<file path="config.mk">
export PLATFORM = sky130hd
export DESIGN_NAME = lc3_mem_arbiter
export DESIGN_NICKNAME = d
export VERILOG_FILES = /design/src/rtl/lc3_mem_arbiter.sv
export SDC_FILE = /design/constraint.sdc
export NUM_CORES = 1
export LEC_CHECK = 0
export ABC_AREA = 1
export CORE_UTILIZATION = 43
export DETAILED_ROUTE_END_ITERATION = 8
export GPL_TIMING_DRIVEN = 0
export PLACE_DENSITY = 0.83
export SLEW_MARGIN = 40
export SYNTH_ARGS = -nofsm -noshare
export SYNTH_HDL_FRONTEND = slang
export SYNTH_SLANG_ARGS = --single-unit
</file>
<file path="constraint.sdc">
create_clock -name clk -period 1.8 [get_ports clk]
set_clock_uncertainty 0.1 [all_clocks]
set_input_delay 0.45 -clock clk [delete_from_list [all_inputs] [get_ports clk]]
set_output_delay 0.45 -clock clk [all_outputs]
set_load 0.01 [all_outputs]
</file>
<file path="src/rtl/lc3_mem_arbiter.sv">
// lc3_mem_arbiter: shares the single LC3 memory port between the core (port 0) and the loader (port 1),
// sequencing each access with a fixed MEM_LAT read/write latency.
module lc3_mem_arbiter #(
   parameter int MEM_LAT       = 1,
   parameter int PRIORITY_MODE = 0,
   parameter int ADDR_W        = 16,
   parameter int DATA_W        = 16
) (
   input  logic              clk,
   input  logic              reset,
   input  logic              p0_req,
   input  logic              p0_we,
   input  logic [ADDR_W-1:0] p0_addr,
   input  logic [DATA_W-1:0] p0_wdata,
   output logic              p0_ack,
   output logic [DATA_W-1:0] p0_rdata,
   input  logic              p1_req,
   input  logic              p1_we,
   input  logic [ADDR_W-1:0] p1_addr,
   input  logic [DATA_W-1:0] p1_wdata,
   output logic              p1_ack,
   output logic [DATA_W-1:0] p1_rdata,
   output logic [1:0]        grant,
   output logic              busy,
   output logic              mem_en,
   output logic              mem_we,
   output logic [ADDR_W-1:0] mem_addr,
   output logic [DATA_W-1:0] mem_wdata,
   input  logic [DATA_W-1:0] mem_rdata
);
   typedef enum logic [1:0] {IDLE, ISSUE, WAIT, DONE} state_t;
   state_t     state, state_nx;
   logic [3:0] cnt;
   logic       last_grant;
   logic       we_r;
   logic       sel1;
   logic       start;
   if (MEM_LAT < 1 || MEM_LAT > 15) begin : g_lat_check
      $error("lc3_mem_arbiter: MEM_LAT must be in 1..15");
   end
   assign start = p0_req | p1_req;
   // port 1 wins when alone, or on a round-robin tie when port 0 was served last
   assign sel1 = p1_req & (~p0_req | (PRIORITY_MODE == 0 && !last_grant));
   always_comb begin
      state_nx = IDLE;
      busy = 1'b0;
      mem_en = 1'b0;
      mem_we = 1'b0;
      p0_ack = 1'b0;
      p1_ack = 1'b0;
      state_nx = state == IDLE  ? (start ? ISSUE : IDLE)
               : state == ISSUE ? WAIT
               : state == WAIT  ? (cnt == 4'd0 ? DONE : WAIT)
               : IDLE;
      busy = state != IDLE;
      mem_en = state == ISSUE;
      mem_we = mem_en & we_r;
      p0_ack = state == DONE && grant[0];
      p1_ack = state == DONE && grant[1];
   end
   always_ff @(posedge clk or negedge reset)
      if (!reset) state <= IDLE;
      else state <= state_nx;
   always_ff @(posedge clk or negedge reset) begin
      if (!reset) begin
         grant <= 2'b00;
         last_grant <= 1'b1;
         we_r <= 1'b0;
         mem_addr <= '0;
         mem_wdata <= '0;
         cnt <= 4'd0;
         p0_rdata <= '0;
         p1_rdata <= '0;
      end else begin
         if (state == IDLE && start) begin
            grant <= {sel1, ~sel1};
            last_grant <= sel1;
            we_r <= sel1 ? p1_we : p0_we;
            mem_addr <= sel1 ? p1_addr : p0_addr;
            mem_wdata <= sel1 ? p1_wdata : p0_wdata;
         end
         if (state == ISSUE) cnt <= 4'(MEM_LAT - 1);
         if (state == WAIT) cnt <= cnt - 4'd1;
         // the last WAIT cycle is exactly MEM_LAT cycles after mem_en
         if (state == WAIT && cnt == 4'd0 && !we_r) begin
            if (grant[0]) p0_rdata <= mem_rdata;
            if (grant[1]) p1_rdata <= mem_rdata;
         end
         if (state == DONE) grant <= 2'b00;
      end
   end
endmodule

</file>
; ---- After elaboration in Yosys (flattened, before gate mapping)
; Cells that the tools add are included.
[op_classes]
eq_ne = 3
add_sub_neg = 1
reduce_logical = 14
bitwise_logic = 6
n_mux = 12
[ops]
columns = op, n
row1 = $mux W16, 2
row2 = $mux W2, 5
row3 = $mux W4, 2
row4 = $reduce_bool A2 Y1, 3
row5 = $logic_and A1 B1 Y1, 5
row6 = $eq A2 B2 Y1 const B, 2
row7 = $logic_not A4 Y1, 1
row8 = $reduce_and A2 Y1, 2
row9 = $sub A4 B1 Y4 const B, 1
row10 = $mux W1, 3
row11 = $and A1 B1 Y1, 2
row12 = $eq A2 B1 Y1 const B, 1
row13 = $logic_not A1 Y1, 2
row14 = $logic_not A2 Y1, 1
row15 = $not A1 Y1, 2
row16 = $or A1 B1 Y1, 2
[word_totals]
input_bits = 86
word_cells = 45
out_inout_bits = 71
register_bits = 74

; ---- Logic depth before layout (Yosys ltp)
; Gate-level depths: netlist (run 1).
[logic_depth]
word_depth = 6
mapped_depth = 8
depth_no_buf = 7

; ---- Worst setup path after synthesis (run 1)
; No wires, ideal clock.
[synth_timing]
kind = flip-flop to output port
from = reg grant[0]
to = out p0_ack
slack_ns = 0.238
arrival_ns = 1.012
path_stages_with_launch = 5
n_path_buf = 2
required_ns = 1.250
path_cell_list = dfrtp_1 -> buf_2 -> clkbuf_1 -> nand2_1 -> inv_1
[synth_via]
elab_chain_cells = 1
[synth_rtl]
columns = element, line_no
row1 = start: declaration, 23  ; output logic [1:0] grant,
row2 = start signal: assignment, 76  ; grant <= {sel1, ~sel1};
row3 = $logic_and A1 B1 Y1, 58  ; p0_ack = state == DONE && grant[0];
row4 = end: declaration, 15  ; output logic p0_ack,
; Every way passes these cells.

; ---- Worst setup path after layout (run 1)
[layout_timing]
from = reg state[1]
to = out mem_we
[layout_via]
elab_chain_cells = 2
[layout_rtl]
columns = element, line_no
row1 = start: declaration, 32  ; state_t state, state_nx;
row2 = start signal: assignment, 63  ; else state <= state_nx;
row3 = $eq A2 B1 Y1, 56  ; mem_en = state == ISSUE;
row4 = $and A1 B1 Y1, 57  ; mem_we = mem_en & we_r;
row5 = end: declaration, 26  ; output logic mem_we,
; Every way passes these cells.

==> results of run 1 <==
==> where the power goes <==
group | switching, mW | internal [mW] | total, mW | leakage [nW]
Combinational | 2.46 | 2.00 | 4.45 | 2.01
Sequential | 0.517 | 2.52 | 3.03 | 0.881
Clock | 0.642 | 0.792 | 1.43 | 0.111
Total | 3.62 | 5.30 | 8.92 | 3.00
==> registers in the layout, indices dropped and copies added (netlist names) <==
signal and cells:
cnt 4, last_grant 1, grant 2, mem_addr 16, p1_rdata 16, state 2
mem_wdata 16, we_r 1, p0_rdata 16
==> layer usage <==
metal  vias to the layer above  part of all wire
li1                       1806                 -
met1                      1657              0.42
met2                       180              0.49
met3                        17             0.080
met4                         0             0.015
met5                         -                 0
==> area by class of cell <==
class,instances,area (um2),share of cell area
clock buffer,9,123.9,0.02170
buffer,26,185.2,0.03244
tap,105,131.4,0.02302
multi-input combinational,310,1582,0.2771
inverter,42,165.2,0.02893
clock inverter,7,98.84,0.01732
sequential,74,1856,0.3251
timing repair buffer,162,1567,0.2744
==> worst paths after layout <==
check / depth (start not counted) / end
max: 5 / mem_we
min: 2 / last_grant$_DFFE_PN1P_
max reg2reg: 7 / p0_rdata[2]$_DFFE_PN0P_
min reg2reg: 2 / last_grant$_DFFE_PN1P_
max in group asynchronous: 3 / last_grant$_DFFE_PN1P_
min in group asynchronous: 2 / p0_rdata[0]$_DFFE_PN0P_
==> cells in the mapped netlist, drive strengths merged (3+ instances only) <==
master and count:
nand2 189, o21ai 3, buf 22, clkbuf 6, nand3 35, a21oi 3, nand3b 28, ha 6
inv 42, nor2 9, nand4 34, dfrtp 73
==> critical path, cell delays in order (launching register included) <==
cell and delay, ps:
sky130_fd_sc_hd__dfrtp_2 450, sky130_fd_sc_hd__inv_4 90, sky130_fd_sc_hd__ha_4 140, sky130_fd_sc_hd__nand2_2 50, sky130_fd_sc_hd__inv_2 60, sky130_fd_sc_hd__buf_6 90
==> what timing repair did <==
| action | in CTS | in global routing |
|---|---|---|
| cloned | 0 | 0 |
| endpoints found under the hold margin | 26 | 0 |
| buffers inserted | 3 | 2 |
| gates resized for setup | 96 | 17 |
| hold buffers | 1 | 0 |
| setup endpoints to repair | 62 | 36 |
| pin swaps | 3 | 2 |
==> per-stage QoR <==
stage	area, um2	util
2_1_floorplan	3707	-
3_3_place_gp	5390	0.6495
3_5_place_dp	5419	0.6529
4_1_cts	5639	0.6795
5_1_grt	5708	0.6878
6_report	5708	0.6878
==> cells by family (layout without fill, tap and decap cells) <==
| group | Yosys count | in the layout | share of synthesized area |
|---|---|---|---|
| buf+inv | 70 | 246 | 0.09045 |
| flops | 74 | 74 | 0.4998 |
| compound gates | 7 | 7 | 0.01283 |
| simple gates | 297 | 297 | 0.3766 |
| fa+ha+maj | 6 | 6 | 0.02025 |
==> results.yml, run 1 <==
clock_tree:
  largest_buffer_count_on_any_clock_path: 2
  cts_buffers: 9
  cts.reportedPaths.clkPinSlew_ps: 70
  clock_sinks: 74
  root_buffer: "sky130_fd_sc_hd__clkbuf_8"
  htree_levels: 3
  clkLatencyLatePin_ps: 340
  tritoncts: "done"
sta:
  finalCritPeriodShare: 0.9821
  hold_viol_final: 0
  setup_slack_ps: 32.25
  fin_hold_ws_ps: 371.8
  slew_headroom: 0.7251
  report.final.setup_viol: 0
  period_needed_ps: 1768
  final_max_slew_viol_count: 0
  setup_tns_ps: 0
  timing.fmax_ghz: 0.5657
  worst_slew_pin_slew_ps: 412.4
  rsz0062_at_grt: "yes"
setup_path:
  crit_required_ps: 1250
  arrival_time_worst_endpoint_ps: 1220
  reg2reg_slack_ps: 130
  worstSetupEndpointType: "output port"
  regToRegStartpoint: "state[0]$_DFF_PN0_"
  critPathMaxFanout: 3
  path_class: "reg2out"
  worst_setup_path_startpoint: "state[1]$_DFF_PN0_"
  worstSetupStartpointType: "register"
global_route:
  grt.met1_usage: 0.3003
  grt.met2_usage: 0.4119
  grt.met3_usage: 0.04750
  first_global_vias: 3525
  grt.total_usage: 0.2429
  grt_first_pass_wirelength_mm: 16.71
  overflow: 0
  grt_antenna_before_repair: 0
  top_usage_layer: "met2"
  grt_max_degree: 49
die:
  dieWidth_um: 94.85
  io_pins: 157
  die_outline_height_um: 94.85
  start_util: 0.4467
  die-area_um2: 8997
  placeableCoreArea_um2: 8299
  cell_row_count: 33
flow_run:
  max_cap_violations: 0
logic_synthesis:
  yosys-top-cells-area: "sky130_fd_sc_hd__dfrtp_1 (49%), sky130_fd_sc_hd__nand2_1 (19%), sky130_fd_sc_hd__nand3b_1 (5.7%), sky130_fd_sc_hd__nand4_1 (5.4%), sky130_fd_sc_hd__nand3_1 (4.7%)"
  postSynthNetCount: 546
  synth.distinct_cells: 25
  synth_top_cell_by_area: "sky130_fd_sc_hd__dfrtp_1"
  synthCells: 454
  synthesis.area_um2: 3707
  synth-seq-area-share: 0.4998
  synth-edff-count: 0
  synth_top_flop_cell: "sky130_fd_sc_hd__dfrtp_1"
  synth_largest_type_area_fraction: 0.4927
  ys_ff_latch: 74
  ys_async_sr_fraction: 1.000
  post_synth.cell_area_avg_um2: 8.166
  yosys_warnings: 0
layout:
  antenna_cells_inserted: 0
  layout.cells.most_common_list: "sky130_fd_sc_hd__nand2_1 (186), sky130_fd_sc_hd__clkdlybuf4s50_1 (83), sky130_fd_sc_hd__dfrtp_1 (71)"
  finalNetCount: 717
  layout.cells.most_common: "sky130_fd_sc_hd__nand2_1"
  fin_cells: 735
  fillerInstances: 676
  fraction_of_layout_instances_using_a_drive_strength_above_1: 0.1159
  syn_to_final_growth_pct: 53.97
power_and_ir_drop:
  cellLeakagePower_nw: 3.002
  power_mw: 8.920
  cellPowerDensity_nw_per_um2: 1563
  worst_vdd_ir_mv: 0.5696
placement:
  place_inst: 715
  finalWeightedCongestion: 0.8041
  portBuffers: 155
  pre_cts_ws_ps: -394.2
  hpwl_mm: 7.806
routing:
  dr.first_iter.drc_count: 126
  wl_per_cell_um: 14.03
  drc: 0
  vias: 3660
  drt_pre_antenna_iters: 4
  drt-total-wl_mm: 10.31
  avgViaCountPerCell: 4.980
  ant_nets: 0
run_status:
  result_of_the_run: "complete, no violations"
hold_path:
  worst_hold_path_type: "reg2reg"
  hold_crit_start: "last_grant$_DFFE_PN1P_"
Note: power is estimated with default switching activity, not from simulation.
==> run 2, diff against run 1 <==
Settings changed: ABC_AREA 1 to not set, CORE_UTILIZATION 43 to 41, SLEW_MARGIN 40 to 25.
==> run 2 against run 1 <==
Global-route usage fell by 1.4 points. Die area fell by 7.1%. Via count fell by 20%. Largest cell class unchanged. Flip-flop and latch count did not move. The run now ends with setup timing left. Largest power group unchanged.
==> results.yml, run 2 <==
placement:
  hpwl_mm: 6.856
  pre_cts_ws_ps: -476.4
  place_inst: 556
  finalWeightedCongestion: 0.7718
  portBuffers: 156
  postPlaceCellArea_um2: 4986
layout:
  antenna_cells_inserted: 0
  layout.cells.most_common_list: "sky130_fd_sc_hd__clkdlybuf4s50_1 (84), sky130_fd_sc_hd__dfrtp_1 (71), sky130_fd_sc_hd__a21oi_1 (67)"
  fin_cells: 585
  finalNetCount: 571
  fin_area_um2: 5420
  layout.cells.most_common: "sky130_fd_sc_hd__clkdlybuf4s50_1"
  layout.core_utilization: 0.7014
  syn_to_final_growth_pct: 65.28
  fraction_of_layout_instances_using_a_drive_strength_above_1: 0.2070
setup_path:
  arrival_time_worst_endpoint_ps: 1250
  critPathMaxFanout: 5
  regToRegStartpoint: "state[0]$_DFF_PN0_"
  crit_required_ps: 1250
  worst_setup_path_startpoint: "state[0]$_DFF_PN0_"
  reg2reg_slack_ps: -4
  crit_end: "busy"
  rr_endpoint: "p0_rdata[12]$_DFFE_PN0P_"
  rr_worst_depth: 6
  path_class: "reg2out"
  worstSetupEndpointType: "output port"
  worstSetupStartpointType: "register"
clock_tree:
  cts.reportedPaths.clkPinSlew_ps: 80
  largest_buffer_count_on_any_clock_path: 2
  tritoncts: "done"
  clkLatencyLatePin_ps: 340
  clock_sinks: 74
  root_buffer: "sky130_fd_sc_hd__clkbuf_8"
  htree_levels: 3
  cts_buffers: 9
logic_synthesis:
  ys_async_sr_fraction: 1.000
  synth-seq-area-share: 0.5651
  synth_top_flop_cell: "sky130_fd_sc_hd__dfrtp_1"
  combinational_family_with_the_most_area_after_synthesis: "multiplexers"
  synth_largest_type_area_fraction: 0.5570
  synth-edff-count: 0
  post_synth.cell_area_avg_um2: 11.04
  synthesized_area_fraction_occupied_by_ao_oa_aoi_and_oai_cells: 0.1259
  synth_top_cell_by_area: "sky130_fd_sc_hd__dfrtp_1"
  synth.distinct_cells: 29
  xor_and_xnor_fraction_of_the_mapped_netlist_area: 0
  yosys_warnings: 0
  synth_simple_gate_area_share: 0.1133
  synthAdderAreaFrac: 0.02289
  ys_ff_latch: 74
  synthCells: 297
  yosys-top-cells-area: "sky130_fd_sc_hd__dfrtp_1 (56%), sky130_fd_sc_hd__a21oi_1 (10%), sky130_fd_sc_hd__mux2_4 (9.2%), sky130_fd_sc_hd__nand2_1 (4.3%), sky130_fd_sc_hd__nor2_1 (4.1%)"
  postSynthNetCount: 389
  synthesis.area_um2: 3279
  synth.top_cells.by_count: "sky130_fd_sc_hd__dfrtp_1 (73), sky130_fd_sc_hd__a21oi_1 (67), sky130_fd_sc_hd__nand2_1 (38)"
  yosysMostFrequentCell: "sky130_fd_sc_hd__dfrtp_1"
  mux_contribution_to_synthesized_area: 0.1389
routing:
  wl_per_cell_um: 16.12
  drc: 0
  avgViaCountPerCell: 5.021
  ant_nets: 0
  drt_pre_antenna_iters: 4
  drt-total-wl_mm: 9.430
  vias: 2937
  dr.first_iter.drc_count: 124
die:
  placeableCoreArea_um2: 7727
  die-area_um2: 8360
  die_outline_height_um: 91.44
  start_util: 0.4244
  io_pins: 157
  dieWidth_um: 91.44
  cell_row_count: 32
sta:
  period_needed_ps: 1804
  report.final.setup_viol: 2
  hold_viol_final: 0
  slew_headroom: 0.6686
  final_max_slew_viol_count: 0
  rsz0062_at_grt: "yes"
  finalCritPeriodShare: 1.002
  timing.fmax_ghz: 0.5545
  fin_hold_ws_ps: 406.7
  setup_tns_ps: -4.221
  setup_slack_ps: -3.521
  worst_slew_pin_slew_ps: 497.1
flow_run:
  max_cap_violations: 0
power_and_ir_drop:
  power_mw: 8.601
  worst_vdd_ir_mv: 0.8463
  cellLeakagePower_nw: 2.692
  cellPowerDensity_nw_per_um2: 1587
global_route:
  grt.total_usage: 0.2294
  overflow: 0
  grt_antenna_before_repair: 0
  grt_first_pass_wirelength_mm: 14.95
  grt_max_degree: 39
  first_global_vias: 3132
run_status:
  violations: "setup timing"
  result_of_the_run: "finished with violations"
hold_path:
  worst_hold_path_type: "reg2reg"
## run 2: area by class of cell
cell class | count | area (um2)
Inverter | 6 | 27.53
Clock buffer | 11 | 131.4
Multi-Input combinational cell | 200 | 1376
Sequential cell | 74 | 1856
Fill cell | 589 | 2307
Timing Repair Buffer | 171 | 1714
Buffer | 17 | 133.9
Clock inverter | 4 | 53.80
Tap cell | 102 | 127.6
## run 2: worst max-delay path, cell delays in order, from the launching register on
cell and delay [ps]:
sky130_fd_sc_hd__dfrtp_2 450, sky130_fd_sc_hd__inv_4 90, sky130_fd_sc_hd__ha_4 120, sky130_fd_sc_hd__buf_6 110, sky130_fd_sc_hd__inv_2 30, sky130_fd_sc_hd__buf_6 110
## run 2: cells by family (layout without fill, tap and decap cells)
family	after synthesis	count (layout)
compound gates	77	77
fa+ha+maj	6	6
buf+inv	23	209
flops	74	74
mux	34	34
simple gates	83	83
## run 2: routing by layer
layer / part of all wire / up-vias / track usage / wire, um
met5: 0 / - / 0 / 0
met4: 0.021 / 0 / 0.08730 / 197
met3: 0.084 / 18 / 0.07538 / 788
met2: 0.52 / 134 / 0.4060 / 4882
met1: 0.38 / 1409 / 0.2541 / 3562
li1: - / 1376 / - / -
## run 2: how the worst min path moves through the flow
stage	startpoint	end	cells past startpoint
after floorplan	reset	cnt[0]$_DFFE_PN0P_	0
after global placement	p1_rdata[1]$_DFFE_PN0P_	p1_rdata[1]$_DFFE_PN0P_	1
after detailed placement	reset	p1_rdata[6]$_DFFE_PN0P_	1
after CTS	p0_rdata[7]$_DFFE_PN0P_	p0_rdata[7]$_DFFE_PN0P_	1
after global routing	p1_rdata[6]$_DFFE_PN0P_	p1_rdata[6]$_DFFE_PN0P_	1
final	p0_rdata[7]$_DFFE_PN0P_	p0_rdata[7]$_DFFE_PN0P_	1
## run 2: where the power goes
| group | internal, mW | switching [mW] |
|---|---|---|
| Sequential | 2.52 | 0.496 |
| Combinational | 2.36 | 1.99 |
| Clock | 0.637 | 0.610 |
## run 2: timing repair
| action | in CTS | in global routing |
|---|---|---|
| hold buffers | 1 | 0 |
| pin swaps | 2 | 5 |
| gates resized for setup | 78 | 55 |
| endpoints found under the setup margin | 97 | 90 |
| cloned | 0 | 1 |
| endpoints found under the hold margin | 37 | 0 |
| setup buffers | 6 | 6 |
==> run 3, diff against run 2 <==
Settings changed: CORE_ASPECT_RATIO set to 1.1, SLEW_MARGIN 25 to not set.
==> run 3 against run 2 <==
The flow still finishes with violations (setup timing). Global-route usage fell by 0.19 points. Core utilization rose by 1.7 points. Die area about the same. Combinational power barely moved. Largest cell class unchanged. Largest power group unchanged. Clock power is 43% higher.
==> results.yml, run 3 (synthesis gave the netlist of run 2 again) <==
run_status:
  result_of_the_run: "finished with violations"
  violations: "setup timing"
sta:
  hold_viol_final: 0
  period_needed_ps: 1850
  finalCritPeriodShare: 1.028
  slew_headroom: 0.7318
  report.final.setup_viol: 4
  rsz0062_at_grt: "yes"
  timing.fmax_ghz: 0.5407
  worst_slew_pin_slew_ps: 402.3
  fin_hold_ws_ps: 403.5
  final_max_slew_viol_count: 0
  setup_slack_ps: -49.55
die:
  placeableCoreArea_um2: 7597
  die-area_um2: 8360
  io_pins: 157
  die_outline_height_um: 95.80
  start_util: 0.4317
  dieWidth_um: 87.27
  cell_row_count: 33
power_and_ir_drop:
  worst_vdd_ir_mv: 0.8185
  p_int_mw: 5.997
  sequentialPowerShare: 0.327
  cellLeakagePower_nw: 2.636
  p_sw_mw: 3.073
  clock_power_share: 0.197
  cellPowerDensity_nw_per_um2: 1661
  power_switching_share: 0.3388
  comb_power_share: 0.476
hold_path:
  min_delay_path_depth: 1
  worst_hold_path_type: "reg2reg"
  hold_end: "p0_rdata[10]$_DFFE_PN0P_"
  hold_crit_start: "p0_rdata[10]$_DFFE_PN0P_"
layout:
  layout.cells.most_common: "sky130_fd_sc_hd__clkdlybuf4s50_1"
  layout.cells.most_common_list: "sky130_fd_sc_hd__clkdlybuf4s50_1 (85), sky130_fd_sc_hd__dfrtp_1 (72), sky130_fd_sc_hd__a21oi_1 (67)"
  finalNetCount: 571
  antenna_cells_inserted: 0
  fraction_of_layout_instances_using_a_drive_strength_above_1: 0.2128
  fillerInstances: 570
  layout.core_utilization: 0.7187
  syn_to_final_growth_pct: 66.50
  fin_cells: 589
clock_tree:
  clkLatencyLatePin_ps: 350
  clock_sinks: 74
  cts_buffers: 9
  largest_buffer_count_on_any_clock_path: 2
  cts.reportedPaths.clkPinSlew_ps: 80
  tritoncts: "done"
  root_buffer: "sky130_fd_sc_hd__clkbuf_8"
  htree_levels: 3
setup_path:
  worst_setup_path_startpoint: "state[1]$_DFF_PN0_"
  regToRegStartpoint: "state[1]$_DFF_PN0_"
  crit_required_ps: 1250
  worstSetupEndpointType: "output port"
  worstSetupStartpointType: "register"
  reg2reg_slack_ps: 30
  arrival_time_worst_endpoint_ps: 1300
  rr_worst_depth: 6
  path_class: "reg2out"
  critPathMaxFanout: 3
  rr_endpoint: "p1_rdata[4]$_DFFE_PN0P_"
routing:
  drc: 0
  ant_nets: 0
  avgViaCountPerCell: 5.005
  drt_pre_antenna_iters: 6
  drt-total-wl_mm: 9.313
  dr.first_iter.drc_count: 85
  wl_per_cell_um: 15.81
  vias: 2948
global_route:
  grt.total_usage: 0.2275
  grt_first_pass_wirelength_mm: 14.54
  overflow: 0
  grt_max_degree: 48
  grt_antenna_before_repair: 0
  first_global_vias: 3063
placement:
  hpwl_mm: 6.710
  portBuffers: 156
  place_inst: 559
  finalWeightedCongestion: 0.7828
flow_run:
  max_cap_violations: 0
## run 3: worst max path at each step
stage	endpoint	slack (ps)	cells after the start
2_1_floorplan	p0_rdata[10]$_DFFE_PN0P_	40	6
3_3_place_gp	mem_wdata[5]$_DFFE_PN0P_	-2320	1
3_5_place_dp	mem_addr[10]$_DFFE_PN0P_	-540	5
4_1_cts	busy	-80	5
5_1_grt	mem_we	-80	4
6_report	p0_ack	-50	4
## run 3: metrics by stage
stage	area [um2]	TNS (ps)	setup WS, ps	power, mW
floorplan	3279	0	39.20	5.095
global placement	4972	-185730	-2323	7.236
detailed placement	4997	-16590	-535.1	7.383
CTS	5341	-261.0	-75.67	8.934
global route	5460	-361.4	-81.62	9.691
finish	5460	-179.6	-49.55	9.069
## run 3: critical path, cell delays in order (launching register included)
cell	delay, ps
sky130_fd_sc_hd__dfrtp_2	430
sky130_fd_sc_hd__buf_6	130
sky130_fd_sc_hd__ha_4	150
sky130_fd_sc_hd__and2_4	130
sky130_fd_sc_hd__buf_6	110
## run 3: repair_timing
action,CTS,global route
endpoints found under the setup margin,111,74
endpoints found under the hold margin,27,0
resized for setup,97,33
setup buffers,8,5
hold buffers,1,0
pin swaps,4,2
## run 3: layout make-up
type,count,area (um2),share of cell area
Buffer,17,123.9,0.02269
Multi-Input combinational cell,200,1384,0.2534
Clock buffer,12,165.2,0.03025
Clock inverter,4,120.1,0.02200
Timing Repair Buffer,171,1659,0.3038
Inverter,6,22.52,0.004125
Sequential cell,74,1854,0.3396
Tap cell,105,131.4,0.02406
## run 3: per-layer routing
layer,wire length (um),vias up,GRT usage
li1,-,1373,-
met1,3686,1405,0.2712
met2,4517,151,0.3757
met3,913,19,0.07719
met4,195,0,0.09563
met5,0,-,0
## run 3: power groups by stage
| stage | clock (mW) | sequential, mW | combinational [mW] |
|---|---|---|---|
| final | 1.79 | 2.97 | 4.31 |
| after global routing | 1.89 | 3.06 | 4.75 |
| after CTS | 1.82 | 2.96 | 4.16 |
| after detailed placement | 0 | 3.02 | 4.36 |
| after global placement | 0 | 2.98 | 4.26 |
| after floorplan | 0 | 3.34 | 1.76 |
